**src/rtl/ps2_pkg.sv**
```systemverilog
// Shared PS/2 definitions: transmitter states, error codes, frame size.
// Used by the host transmitter and the keyboard scan-code receiver.
package ps2_pkg;

    typedef enum logic [2:0] {
        ST_IDLE,
        ST_INHIBIT,
        ST_REQ,
        ST_SEND,
        ST_ACK,
        ST_WAIT_IDLE
    } ps2_tx_state_e;

    localparam logic [1:0] PS2_ERR_NONE    = 2'b00;
    localparam logic [1:0] PS2_ERR_NOACK   = 2'b01;
    localparam logic [1:0] PS2_ERR_TIMEOUT = 2'b10;

    // start + 8 data + parity + stop
    localparam int PS2_FRAME_BITS = 11;

    // Odd parity: the parity bit makes the total count of ones odd.
    function automatic logic ps2_odd_parity(input logic [7:0] d);
        return ~^d;
    endfunction

endpackage

```
**src/rtl/ps2_host_tx_if.sv**
```systemverilog
// Command handshake between a controller and the PS/2 host transmitter.
interface ps2_host_tx_if;
    logic       start;
    logic [7:0] data;
    logic       busy;
    logic       done;
    logic       error;
    logic [1:0] err_code;

    modport master (output start, data, input busy, done, error, err_code);
    modport slave  (input start, data, output busy, done, error, err_code);
endinterface

```
**src/rtl/ps2_sync_edge.sv**
```systemverilog
// PS/2 pin synchronizer and clock falling-edge detector.
// Optional macro PS2_TX_GLITCH_FILTER_EN: only accept a falling edge after
// the synced clock has stayed low 4 cycles following a high level.
module ps2_sync_edge (
    input  logic i_clk,
    input  logic i_rst,
    input  logic i_ps2_clk,
    input  logic i_ps2_dat,
    output logic o_clk_s,
    output logic o_dat_s,
    output logic o_clk_fall
);
    logic [1:0] clk_sync;
    logic [1:0] dat_sync;

    // Two-flop synchronizers; reset to the idle (high) bus level
    always_ff @(posedge i_clk) begin
        if (i_rst) begin
            clk_sync <= 2'b11;
            dat_sync <= 2'b11;
        end else begin
            clk_sync <= {clk_sync[0], i_ps2_clk};
            dat_sync <= {dat_sync[0], i_ps2_dat};
        end
    end

    assign o_clk_s = clk_sync[1];
    assign o_dat_s = dat_sync[1];

`ifdef PS2_TX_GLITCH_FILTER_EN
    logic [1:0] low_cnt;
    logic       armed;

    // Count low cycles; one edge per high-to-low excursion of 4+ cycles
    always_ff @(posedge i_clk) begin
        if (i_rst) begin
            low_cnt <= 2'd0;
            armed   <= 1'b1;
        end else if (o_clk_s) begin
            low_cnt <= 2'd0;
            armed   <= 1'b1;
        end else begin
            if (low_cnt != 2'd3) low_cnt <= low_cnt + 2'd1;
            if (o_clk_fall)      armed   <= 1'b0;
        end
    end

    assign o_clk_fall = armed && !o_clk_s && (low_cnt == 2'd3);
`else
    logic clk_prev;

    // Previous synced clock level for edge detection
    always_ff @(posedge i_clk) begin
        if (i_rst) clk_prev <= 1'b1;
        else       clk_prev <= o_clk_s;
    end

    assign o_clk_fall = clk_prev && !o_clk_s;
`endif

endmodule

```
**src/rtl/ps2_host_tx.sv**
```systemverilog
// PS/2 host-to-device transmitter: request-to-send, clocks out one command
// byte on device clock edges and checks the device ACK. Pins are driven
// open-drain via output enables. Optional macro PS2_TX_GLITCH_FILTER_EN is
// handled inside ps2_sync_edge.
module ps2_host_tx
    import ps2_pkg::*;
#(
    parameter int INHIBIT_CYCLES = 6000,
    parameter int SETUP_CYCLES   = 250,
    parameter int TIMEOUT_CYCLES = 750000
) (
    input  logic         i_clk,
    input  logic         i_rst,
    ps2_host_tx_if.slave cmd,
    input  logic         i_ps2_clk,
    input  logic         i_ps2_dat,
    output logic         o_ps2_clk_oe,
    output logic         o_ps2_dat_oe
);
    localparam int MAX_A = (TIMEOUT_CYCLES > INHIBIT_CYCLES) ? TIMEOUT_CYCLES : INHIBIT_CYCLES;
    localparam int MAX_B = (MAX_A > SETUP_CYCLES) ? MAX_A : SETUP_CYCLES;
    localparam int CW    = $clog2(MAX_B + 1);

    ps2_tx_state_e             state, state_nxt;
    logic [CW-1:0]             cnt;
    logic [PS2_FRAME_BITS-2:0] frame;
    logic [3:0]                bit_cnt;
    logic                      dat_drv;
    logic                      done_q, error_q;
    logic [1:0]                err_code_q;
    logic                      clk_s, dat_s, clk_fall;
    logic                      inh_last, setup_last, tmo_hit, last_edge, timeout;

    ps2_sync_edge u_sync (
        .i_clk      (i_clk),
        .i_rst      (i_rst),
        .i_ps2_clk  (i_ps2_clk),
        .i_ps2_dat  (i_ps2_dat),
        .o_clk_s    (clk_s),
        .o_dat_s    (dat_s),
        .o_clk_fall (clk_fall)
    );

    assign inh_last   = (cnt == CW'(INHIBIT_CYCLES - 1));
    assign setup_last = (cnt == CW'(SETUP_CYCLES - 1));
    assign tmo_hit    = (cnt >= CW'(TIMEOUT_CYCLES - 1));
    // edge 10 (stop bit) finishes the SEND phase
    assign last_edge  = clk_fall && (bit_cnt == 4'(PS2_FRAME_BITS - 2));

    // Timeout qualifier: a completion or no-ACK event in the same cycle wins
    always_comb begin
        timeout = 1'b0;
        case (state)
            ST_SEND:      timeout = tmo_hit && !last_edge;
            ST_ACK:       timeout = tmo_hit && !clk_fall;
            ST_WAIT_IDLE: timeout = tmo_hit && !(clk_s && dat_s);
            default:      timeout = 1'b0;
        endcase
    end

    // State register
    always_ff @(posedge i_clk) begin
        if (i_rst) state <= ST_IDLE;
        else       state <= state_nxt;
    end

    // Next-state logic
    always_comb begin
        state_nxt = state;
        case (state)
            ST_IDLE:      if (cmd.start) state_nxt = ST_INHIBIT;
            ST_INHIBIT:   if (inh_last) state_nxt = ST_REQ;
            ST_REQ:       if (setup_last) state_nxt = ST_SEND;
            ST_SEND: begin
                if (last_edge)    state_nxt = ST_ACK;
                else if (timeout) state_nxt = ST_IDLE;
            end
            ST_ACK: begin
                if (clk_fall)     state_nxt = dat_s ? ST_IDLE : ST_WAIT_IDLE;
                else if (timeout) state_nxt = ST_IDLE;
            end
            ST_WAIT_IDLE: begin
                if (clk_s && dat_s) state_nxt = ST_IDLE;
                else if (timeout)   state_nxt = ST_IDLE;
            end
            default:      state_nxt = ST_IDLE;
        endcase
    end

    // Line enables and busy derived from state
    always_comb begin
        cmd.busy     = (state != ST_IDLE);
        o_ps2_clk_oe = (state == ST_INHIBIT) || (state == ST_REQ);
        o_ps2_dat_oe = (state == ST_REQ) || ((state == ST_SEND) && dat_drv);
    end

    assign cmd.done     = done_q;
    assign cmd.error    = error_q;
    assign cmd.err_code = err_code_q;

    // Datapath: phase counter, frame shifter, result pulses
    always_ff @(posedge i_clk) begin
        if (i_rst) begin
            cnt        <= '0;
            frame      <= '0;
            bit_cnt    <= 4'd0;
            dat_drv    <= 1'b0;
            done_q     <= 1'b0;
            error_q    <= 1'b0;
            err_code_q <= PS2_ERR_NONE;
        end else begin
            done_q  <= 1'b0;
            error_q <= 1'b0;
            case (state)
                ST_IDLE: begin
                    if (cmd.start) begin
                        frame      <= {1'b1, ps2_odd_parity(cmd.data), cmd.data};
                        cnt        <= '0;
                        bit_cnt    <= 4'd0;
                        err_code_q <= PS2_ERR_NONE;
                    end
                end
                ST_INHIBIT: cnt <= inh_last ? '0 : cnt + CW'(1);
                ST_REQ: begin
                    // start bit stays driven until the first device edge
                    cnt     <= setup_last ? '0 : cnt + CW'(1);
                    dat_drv <= 1'b1;
                end
                ST_SEND, ST_ACK, ST_WAIT_IDLE: begin
                    cnt <= cnt + CW'(1);
                    if ((state == ST_SEND) && clk_fall) begin
                        dat_drv <= ~frame[0];
                        frame   <= frame >> 1;
                        bit_cnt <= bit_cnt + 4'd1;
                    end
                    if ((state == ST_ACK) && clk_fall && dat_s) begin
                        error_q    <= 1'b1;
                        err_code_q <= PS2_ERR_NOACK;
                    end
                    if ((state == ST_WAIT_IDLE) && clk_s && dat_s) done_q <= 1'b1;
                    if (timeout) begin
                        error_q    <= 1'b1;
                        err_code_q <= PS2_ERR_TIMEOUT;
                    end
                end
                default: ;
            endcase
        end
    end

endmodule

```
**src/flat_wrapper.sv**
```systemverilog
// flat-port wrapper written by rule: the top's interface ports become plain ports
module ps2_host_tx_flat import ps2_pkg::*;
#(
    parameter int INHIBIT_CYCLES = 6000,
    parameter int SETUP_CYCLES   = 250,
    parameter int TIMEOUT_CYCLES = 750000
)
  (i_clk, i_rst, i_ps2_clk, i_ps2_dat, o_ps2_clk_oe, o_ps2_dat_oe, cmd_start, cmd_data, cmd_busy, cmd_done, cmd_error, cmd_err_code);
  ps2_host_tx_if cmd_i ();
  input  logic i_clk;
  input  logic i_rst;
  input  logic i_ps2_clk;
  input  logic i_ps2_dat;
  output logic o_ps2_clk_oe;
  output logic o_ps2_dat_oe;
  input wire logic [$bits(cmd_i.start)-1:0] cmd_start;
  input wire logic [$bits(cmd_i.data)-1:0] cmd_data;
  output wire logic [$bits(cmd_i.busy)-1:0] cmd_busy;
  output wire logic [$bits(cmd_i.done)-1:0] cmd_done;
  output wire logic [$bits(cmd_i.error)-1:0] cmd_error;
  output wire logic [$bits(cmd_i.err_code)-1:0] cmd_err_code;
  assign cmd_i.start = cmd_start;
  assign cmd_i.data = cmd_data;
  assign cmd_busy = cmd_i.busy;
  assign cmd_done = cmd_i.done;
  assign cmd_error = cmd_i.error;
  assign cmd_err_code = cmd_i.err_code;
  ps2_host_tx #(.INHIBIT_CYCLES(INHIBIT_CYCLES), .SETUP_CYCLES(SETUP_CYCLES), .TIMEOUT_CYCLES(TIMEOUT_CYCLES)) u_core (.i_clk(i_clk), .i_rst(i_rst), .cmd(cmd_i), .i_ps2_clk(i_ps2_clk), .i_ps2_dat(i_ps2_dat), .o_ps2_clk_oe(o_ps2_clk_oe), .o_ps2_dat_oe(o_ps2_dat_oe));
endmodule
```
**config.mk**
```make
export PLATFORM = sky130hd
export DESIGN_NAME = ps2_host_tx_flat
export DESIGN_NICKNAME = d
export VERILOG_FILES = /design/src/rtl/ps2_pkg.sv /design/src/rtl/ps2_host_tx_if.sv /design/src/rtl/ps2_sync_edge.sv /design/src/rtl/ps2_host_tx.sv /design/src/flat_wrapper.sv
export SDC_FILE = /design/constraint.sdc
export NUM_CORES = 1
export LEC_CHECK = 0
export CAP_MARGIN = 15
export CORE_UTILIZATION = 26
export CTS_BUF_LIST = sky130_fd_sc_hd__clkbuf_4 sky130_fd_sc_hd__clkbuf_8 sky130_fd_sc_hd__clkbuf_16
export DETAILED_ROUTE_END_ITERATION = 6
export MAX_ROUTING_LAYER = met4
export REMOVE_ABC_BUFFERS = 1
export SLEW_MARGIN = 20
export SYNTH_ARGS = -nofsm -noshare
export SYNTH_HDL_FRONTEND = slang
export SYNTH_SLANG_ARGS = --single-unit
```
**constraint.sdc**
```tcl
create_clock -name i_clk -period 6.16 [get_ports i_clk]
set_input_delay 1.232 -clock i_clk [delete_from_list [all_inputs] [get_ports i_clk]]
set_output_delay 1.232 -clock i_clk [all_outputs]
set_load 0.02 [all_outputs]
```
==> qor.csv <==
metric;value;unit
instance area after placement;2850;sq um
First-pass DRT Iterations;4;
final-report max-slew violation count;0;
# rows;35;
H-tree depth;2;
CTS hold repair buffers;0;
Mapped Avg Cell Area;8.20;sq um
Global Route Usage Sum;0.118;
FF-to-FF path depth;5;
input/output buffers;19;
CP startpoint;u_core.state[1];
Tcrit/Tclk final;0.546;
clk_lat worst skew;300;ps
# IOs;20;
CTS tree;done;
Die Area;10100;sq um
synthesized cell area;2530;sq um
DP Wirelength;3950;um
initial core utilization;0.272;
# resized after CTS;0;
Hold Crit Depth;1;
ys flop type;dfxtp_1;
Peak VDD IR;0.101;mV
routability cong.;0.838;
critical-path cell list;nor2b_1 > o21a_1 > clkdlybuf4s50_1;
CP Class;reg2out;
ranking of synthesized cells by area;dfxtp_1 37%, nand2_1 6.2%, xnor2_1 5.5%, nor2_1 4.7%, a311oi_1 3.8%;
pin count of the biggest net entering global routing;32;
Worst Hold Launch;u_core.u_sync.dat_sync[0];
# fillers;993;
fmax;297;MHz
clk root buf;clkbuf_8;
Min-Delay Path Class;reg2reg;
synthesis-to-finish area growth;15.9;%
nature of the critical path endpoint;output port;
setup TNS;0;ps
first-pass GRT wire length;9380;um
# setup viols final;0;
worst reg2reg path startpoint;u_core.state[2];
cell taking the most area after synthesis;dfxtp_1;
post-synthesis async set-or-reset flop share;0;
post-route DRC violation count;0;
FF+latch count, synth;47;
max incr delay on CP;610;ps
register area share after synthesis;0.371;
CP max FO;14;
CP Data Arrival Time;2130;ps
RSZ-0062 raised after global routing;false;
vias in the first global route;1986;
Std-Cell Core Area;9330;sq um
Num CTS Buffers;5;
Max-cap violations;0;
Yosys warning total;0;
Clock Skew;8.50;ps
Synth top area share;0.371;
Antenna Violating Nets Remaining;0;
P_leak;0.965;nW
hold violation total from the final report;0;
EDFF count, synth;0;
status;complete, no violations;
Final Instance Area;2940;sq um
Max clock buf depth;2;
Worst-path clk slew;90;ps
via count;2178;
Avg WL per Cell;12.1;um
Slew @ Worst Pin;1100;ps
WP data required;4930;ps
Startpoint Class;flip-flop;
Post-Synthesis Cells;309;
Die W;101;um
final period demand of the worst path;3370;ps
DRT iter0 DRCs;82;
vias per std cell;4.80;
slowest CP cell;clkdlybuf4s50_1;
final WL;5500;um
CTS sink cnt;47;
initial antenna violation count;0;
# Post-CTS Setup Buffers;0;
Remaining Overflow, GRT;0;
die height;101;um
Unique masters post-synth;54;
total inserted antenna cells;0;
PD cells;215;nW/um^2
Slew Limit Headroom;0.267;
Final #Nets;341;
share of cells above drive strength 1;0.108;
==> report_power, final <==
part | internal, mW | total (mW) | leakage [nW] | switching, mW
registers | 0.318 | 0.333 | 0.383 | 0.0148
logic | 0.0496 | 0.114 | 0.543 | 0.0647
clock network | 0.0791 | 0.183 | 0.0402 | 0.104
total | 0.447 | 0.630 | 0.965 | 0.183
==> path summary, 6_finish.rpt <==
check | endpoint | slack [ps]
worst max-delay path | o_ps2_dat_oe | 2790
worst min-delay path | u_core.u_sync.dat_sync[1] | 420
worst max register to register | u_core.cnt[5] | 3030
worst min register to register | u_core.u_sync.dat_sync[1] | 420
==> area by class of cell <==
class | count | area (sq um) | area share
Multi-Input combinational cell | 240 | 1500 | 0.511
Sequential cell | 47 | 941 | 0.320
Timing Repair Buffer | 23 | 220 | 0.0750
Tap cell | 129 | 161 | 0.0549
Clock buffer | 5 | 68.8 | 0.0234
Inverter | 7 | 26.3 | 0.00894
Clock inverter | 3 | 20.0 | 0.00681
==> per-layer routing <==
layer / vias up / share of wire / global-route usage
li1: 1122 / - / -
met1: 1036 / 0.50 / 0.155
met2: 18 / 0.47 / 0.185
met3: 2 / 0.025 / 0.0264
met4: 0 / 0.0038 / 0.0223
met5: - / 0 / -
==> placed cells by master, fill, tap and decap left out, types with 5 or more instances in the layout <==
cell type,count
nand3_1,15
a21oi_1,17
nor2b_1,7
nor3_1,7
xor2_1,5
or2_2,5
xnor2_1,16
o21ai_0,8
dfxtp_1,47
nor2_1,32
clkdlybuf4s50_1,19
clkbuf_8,5
nor2_2,10
nand2_1,42
inv_1,7
a311oi_1,11
==> cell usage after synthesis (5+ instances only) <==
library cell / n
nand3_1: 15
nand2_1: 42
xor2_1: 5
o21ai_0: 8
nor3_1: 7
nor2b_1: 7
clkbuf_1: 9
dfxtp_1: 47
a311oi_1: 11
nor2_1: 32
inv_1: 7
or2_2: 5
xnor2_1: 16
a21oi_1: 17
nor2_2: 10
==> state kept, by name, indices dropped and copies added (netlist names) <==
| name | flops |
|---|---|
| u_core.bit_cnt | 4 |
| u_core.cmd.done | 1 |
| u_core.cmd.err_code | 2 |
| u_core.cmd.error | 1 |
| u_core.cnt | 20 |
| u_core.dat_drv | 1 |
| u_core.frame | 10 |
| u_core.state | 3 |
| u_core.u_sync.clk_prev | 1 |
| u_core.u_sync.clk_sync | 2 |
| u_core.u_sync.dat_sync | 2 |
==> worst max-delay path, delay by kind of cell (launching register included) <==
kind	cells	cell delay, ps
flip-flops	1	580
AND/OR/NAND/NOR	1	450
buffers and inverters	1	610
AO/OA/AOI/OAI	1	200
==> through the flow <==
step | util | total power, mW | hold WS [ps] | cells | setup WS (ps)
global route | 0.315 | 0.664 | 433 | 454 | 2630
detailed placement | 0.305 | 0.456 | 399 | 446 | 2860
floorplan | - | 0.413 | 389 | 294 | 3570
global placement | 0.305 | 0.454 | 392 | 446 | 2940
finish | 0.315 | 0.630 | 418 | 454 | 2790
CTS | 0.315 | 0.639 | 422 | 454 | 2760
==> kinds of logic after synthesis <==
kind of cell             after synthesis  share of synthesized area
AO/OA/AOI/OAI                         59                      0.173
XOR/XNOR                              21                     0.0726
adder cells (fa/ha/maj)                4                     0.0197
buffers and inverters                 22                     0.0370
flip-flops                            47                      0.371
multiplexers                           2                    0.00790
AND/OR/NAND/NOR                      154                      0.319
Power figures use the tool's default switching activity.
==> edit 1: new RTL, config.mk and constraints unchanged <==
The 6 states of `ps2_tx_state_e` get a one-hot encoding in 6 bits.
--- a/src/rtl/ps2_pkg.sv
+++ b/src/rtl/ps2_pkg.sv
@@ -4,9 +4,9 @@
 
-    typedef enum logic [2:0] {
-        ST_IDLE,
-        ST_INHIBIT,
-        ST_REQ,
-        ST_SEND,
-        ST_ACK,
-        ST_WAIT_IDLE
+    typedef enum logic [5:0] {
+        ST_IDLE      = 6'b000001,
+        ST_INHIBIT   = 6'b000010,
+        ST_REQ       = 6'b000100,
+        ST_SEND      = 6'b001000,
+        ST_ACK       = 6'b010000,
+        ST_WAIT_IDLE = 6'b100000
     } ps2_tx_state_e;
Behaviour: no difference found for any inputs over 10 cycles, from zero or initial values and one cycle with i_rst high; not proved beyond that.
==> edit 1 against the original RTL <==
  * Power grew 3.3%
  * Via count shrank 6.5%
  * Critical path depth grew 1
  * Non-clock buffer count fell by 2
  * Area after synthesis grew 3.8%
  * Routed wire length down 1.3%
  * Fmax is 0.61% lower
  * Cell area is 3.0% higher
  * Core utilization shrank 0.54 points
  * Global-route usage is 0.13 points lower
  * Sequential cell count up 3
  * Setup slack worse by 0.021 ns
  * Critical path type unchanged
==> edit 1: results <==
{
  "crit_family": "simple AND/OR/NAND/NOR gates",
  "vias_per_cell": 4.680,
  "crit_end": "o_ps2_clk_oe",
  "final-nonclk-buf-share_pct": 6.782,
  "seq_area_mm2": 0.001001,
  "crit_start": "u_core.state[3]",
  "n_all_inverters": 4,
  "syn_avg_cell_area_um2": 9.136,
  "status": "completed",
  "comb_cell_power_mw": 0.0731,
  "grt_usage_pct": 11.62,
  "grt_pass1_wl_mm": 9.418,
  "top_regs": "u_core.cnt: 20 flops, u_core.frame: 10 flops, u_core.state: 6 flops",
  "drive_above_1_share_pct": 11.26,
  "min_to": "u_core.u_sync.clk_sync[1]",
  "drtIter0Drc": 56,
  "stdcell_count": 435,
  "cp_max_fo": 10,
  "use_met1_pct": 14.78,
  "synth.distinct_cells": 55,
  "clockNetworkAreaShare_pct": 3.722,
  "hold_ws_ns": 0.4160,
  "dpl.hpwl_mm": 3.826,
  "wl_per_cell_um": 12.49,
  "finalClockSkew_ns": 0.01111,
  "multi_input_gates": 219,
  "finalPower_mw": 0.6514,
  "dp.cells": 427,
  "layout.non_clock_buffers": 21,
  "r2r_slack_ns": 3.75,
  "ir_worst_vdd_uv": 107.1,
  "hold_start": "u_core.u_sync.clk_sync[0]",
  "synth.top_cells.by_area": "dfxtp_1, nor2_1, xor2_1",
  "synth_commonest_cells": "dfxtp_1, nor2_1, xor2_1"
}
==> edit 1: through the flow <==
stage | setup WS, ns | instance area (µm²)
after detailed placement | 3.104 | 2913
final | 2.774 | 3025
after global placement | 3.150 | 2913
after CTS | 2.755 | 3025
after global routing | 2.663 | 3025
after floorplan | 3.654 | 2541
==> edit 1: cells by family (layout without fill, tap and decap cells) <==
family / after synthesis / in the layout / synth area share, %
buf+inv: 19 / 33 / 3.994
simple gates: 129 / 129 / 28.53
fa+ha+maj: 4 / 4 / 1.902
flops: 50 / 50 / 38.04
compound gates: 48 / 48 / 14.50
xor+xnor: 30 / 30 / 9.986
mux: 8 / 8 / 3.043
==> edit 1: metal layers <==
| layer | up-vias | part of all wire [%] |
|---|---|---|
| li1 | 1057 | - |
| met4 | 0 | 0 |
| met2 | 30 | 47 |
| met1 | 949 | 50 |
| met5 | - | 0 |
| met3 | 0 | 3.6 |
==> edit 2: new RTL, same settings <==
Without the edit above. `TIMEOUT_CYCLES` is set to 750000 in 2 places; all go to 375000.
--- a/src/rtl/ps2_host_tx.sv
+++ b/src/rtl/ps2_host_tx.sv
@@ -9,3 +9,3 @@
     parameter int SETUP_CYCLES   = 250,
-    parameter int TIMEOUT_CYCLES = 750000
+    parameter int TIMEOUT_CYCLES = 375000
 ) (
--- a/src/flat_wrapper.sv
+++ b/src/flat_wrapper.sv
@@ -5,3 +5,3 @@
     parameter int SETUP_CYCLES   = 250,
-    parameter int TIMEOUT_CYCLES = 750000
+    parameter int TIMEOUT_CYCLES = 375000
 )
Formal check against the unedited RTL: same outputs for any inputs over 10 cycles, from zero or initial values and one cycle with i_rst high; that may be too few to reach the edited logic, so the function may still have changed.
==> edit 2 against the original RTL <==
  * Routed wire length down 3.4%
  * Setup slack better by 0.025 ns
  * Sequential cell count down 1
  * Cell count down 5.7%
  * Sequential share of layout area about the same
  * Global-route usage down 0.058 points
  * Core utilization down 0.50 points
  * Power up 2.6%
  * Cell area down 2.0%
  * Via count down 6.6%
  * Die area down 1.3%
  * Register-to-register slack better by 0.69 ns
  * Area after synthesis down 1.3%
  * Synthesized cell count down 7.4%
  * Highest routed layer unchanged
==> edit 2: results <==
{
  "synth.top_cells.by_area": "dfxtp_1, xnor2_1, nor2_1",
  "antenna_found_initial": 0,
  "r2r_end": "u_core.bit_cnt[2]",
  "cts-root-buf": "clkbuf_8",
  "min_path_type": "register to register",
  "min_to": "u_core.u_sync.dat_sync[1]",
  "dp_slack_ns": 2.865,
  "cts_buffer_depth": 2,
  "ir_worst_vdd_uv": 104.5,
  "drt_pass1_iterations": 4,
  "dpl.hpwl_mm": 3.845,
  "diodes": 0,
  "synth_commonest_cells": "dfxtp_1, nor2_1, nand2_1, xnor2_1, nand3_1",
  "grt_pass1_wl_mm": 9.259,
  "grt_pass1_vias": 1948,
  "io_buffers": 19,
  "crit_end": "o_ps2_dat_oe",
  "top_regs": "u_core.cnt: 19 flops, u_core.frame: 10 flops, u_core.bit_cnt: 4 flops",
  "slowest_stage": "dfxtp_1",
  "r2r_slack_ns": 3.72,
  "r2r_cells": 4,
  "worstMarginPinSlew_ns": 0.9854,
  "powerClk_mw": 0.223,
  "status": "completed",
  "grt_usage_pct": 11.69,
  "whs_path_depth": 1,
  "reg2reg_from": "u_core.state[0]",
  "via_count": 2034,
  "setup_viol": 0,
  "hold_ws_ns": 0.4161,
  "synth_top_area_share_pct": 36.82,
  "grt_start_max_net_pins": 25,
  "comb_cell_power_mw": 0.0952,
  "crit_family": "flip-flops",
  "crit_arrival_ns": 2.11,
  "setup_slack_ns": 2.820,
  "synth.distinct_cells": 60,
  "drc": 0,
  "leakage_nw": 1.003,
  "yosysWarnings": 0,
  "wl_per_cell_um": 12.42,
  "crit_start": "u_core.state[1]",
  "synth_seq_area_share_pct": 36.82,
  "slowest_delay_ns": 0.68,
  "finalClockSkew_ns": 0.005213,
  "nNetsFinal": 315,
  "htree_levels": 2,
  "p_sw_share_pct": 26.80,
  "synth_flop_cell": "dfxtp_1",
  "drive_above_1_share_pct": 13.38,
  "finalPower_mw": 0.6468,
  "drtIter0Drc": 89,
  "clk_pin_slew_ns": 0.09,
  "gp_congestion": 0.8312,
  "cp_max_fo": 17
}
edit 2: stage by stage:
stage | utilization (%) | instance area, µm² | cells
2_1_floorplan | - | 2417 | 272
3_3_place_gp | 29.82 | 2769 | 420
3_5_place_dp | 29.82 | 2769 | 420
4_1_cts | 31.00 | 2878 | 428
5_1_grt | 31.00 | 2878 | 428
6_report | 31.00 | 2878 | 428
edit 2: routing by layer:
metal  vias up  wire [µm]  GRT usage (%)
met3         8        187          2.925
met4         0         47          2.341
met5         -          0              -
li1       1040          -              -
met1       954       2660          14.96
met2        32       2420          18.78
edit 2: area by class of cell:
class	instances	area (µm²)
inverter	8	30.03
clock inverter	3	40.04
fill	1024	6406
timing repair buffer	19	190.2
tap	129	161.4
clock buffer	5	68.82
sequential	46	920.9
multi-input combinational	218	1466
edit 2: cell families after synthesis:
group,after synthesis,share of synthesized area [%]
simple gates,124,27.46
xor+xnor,25,8.754
fa+ha+maj,4,2.001
flops,46,36.82
mux,10,4.052
buf+inv,22,4.552
compound gates,55,16.36
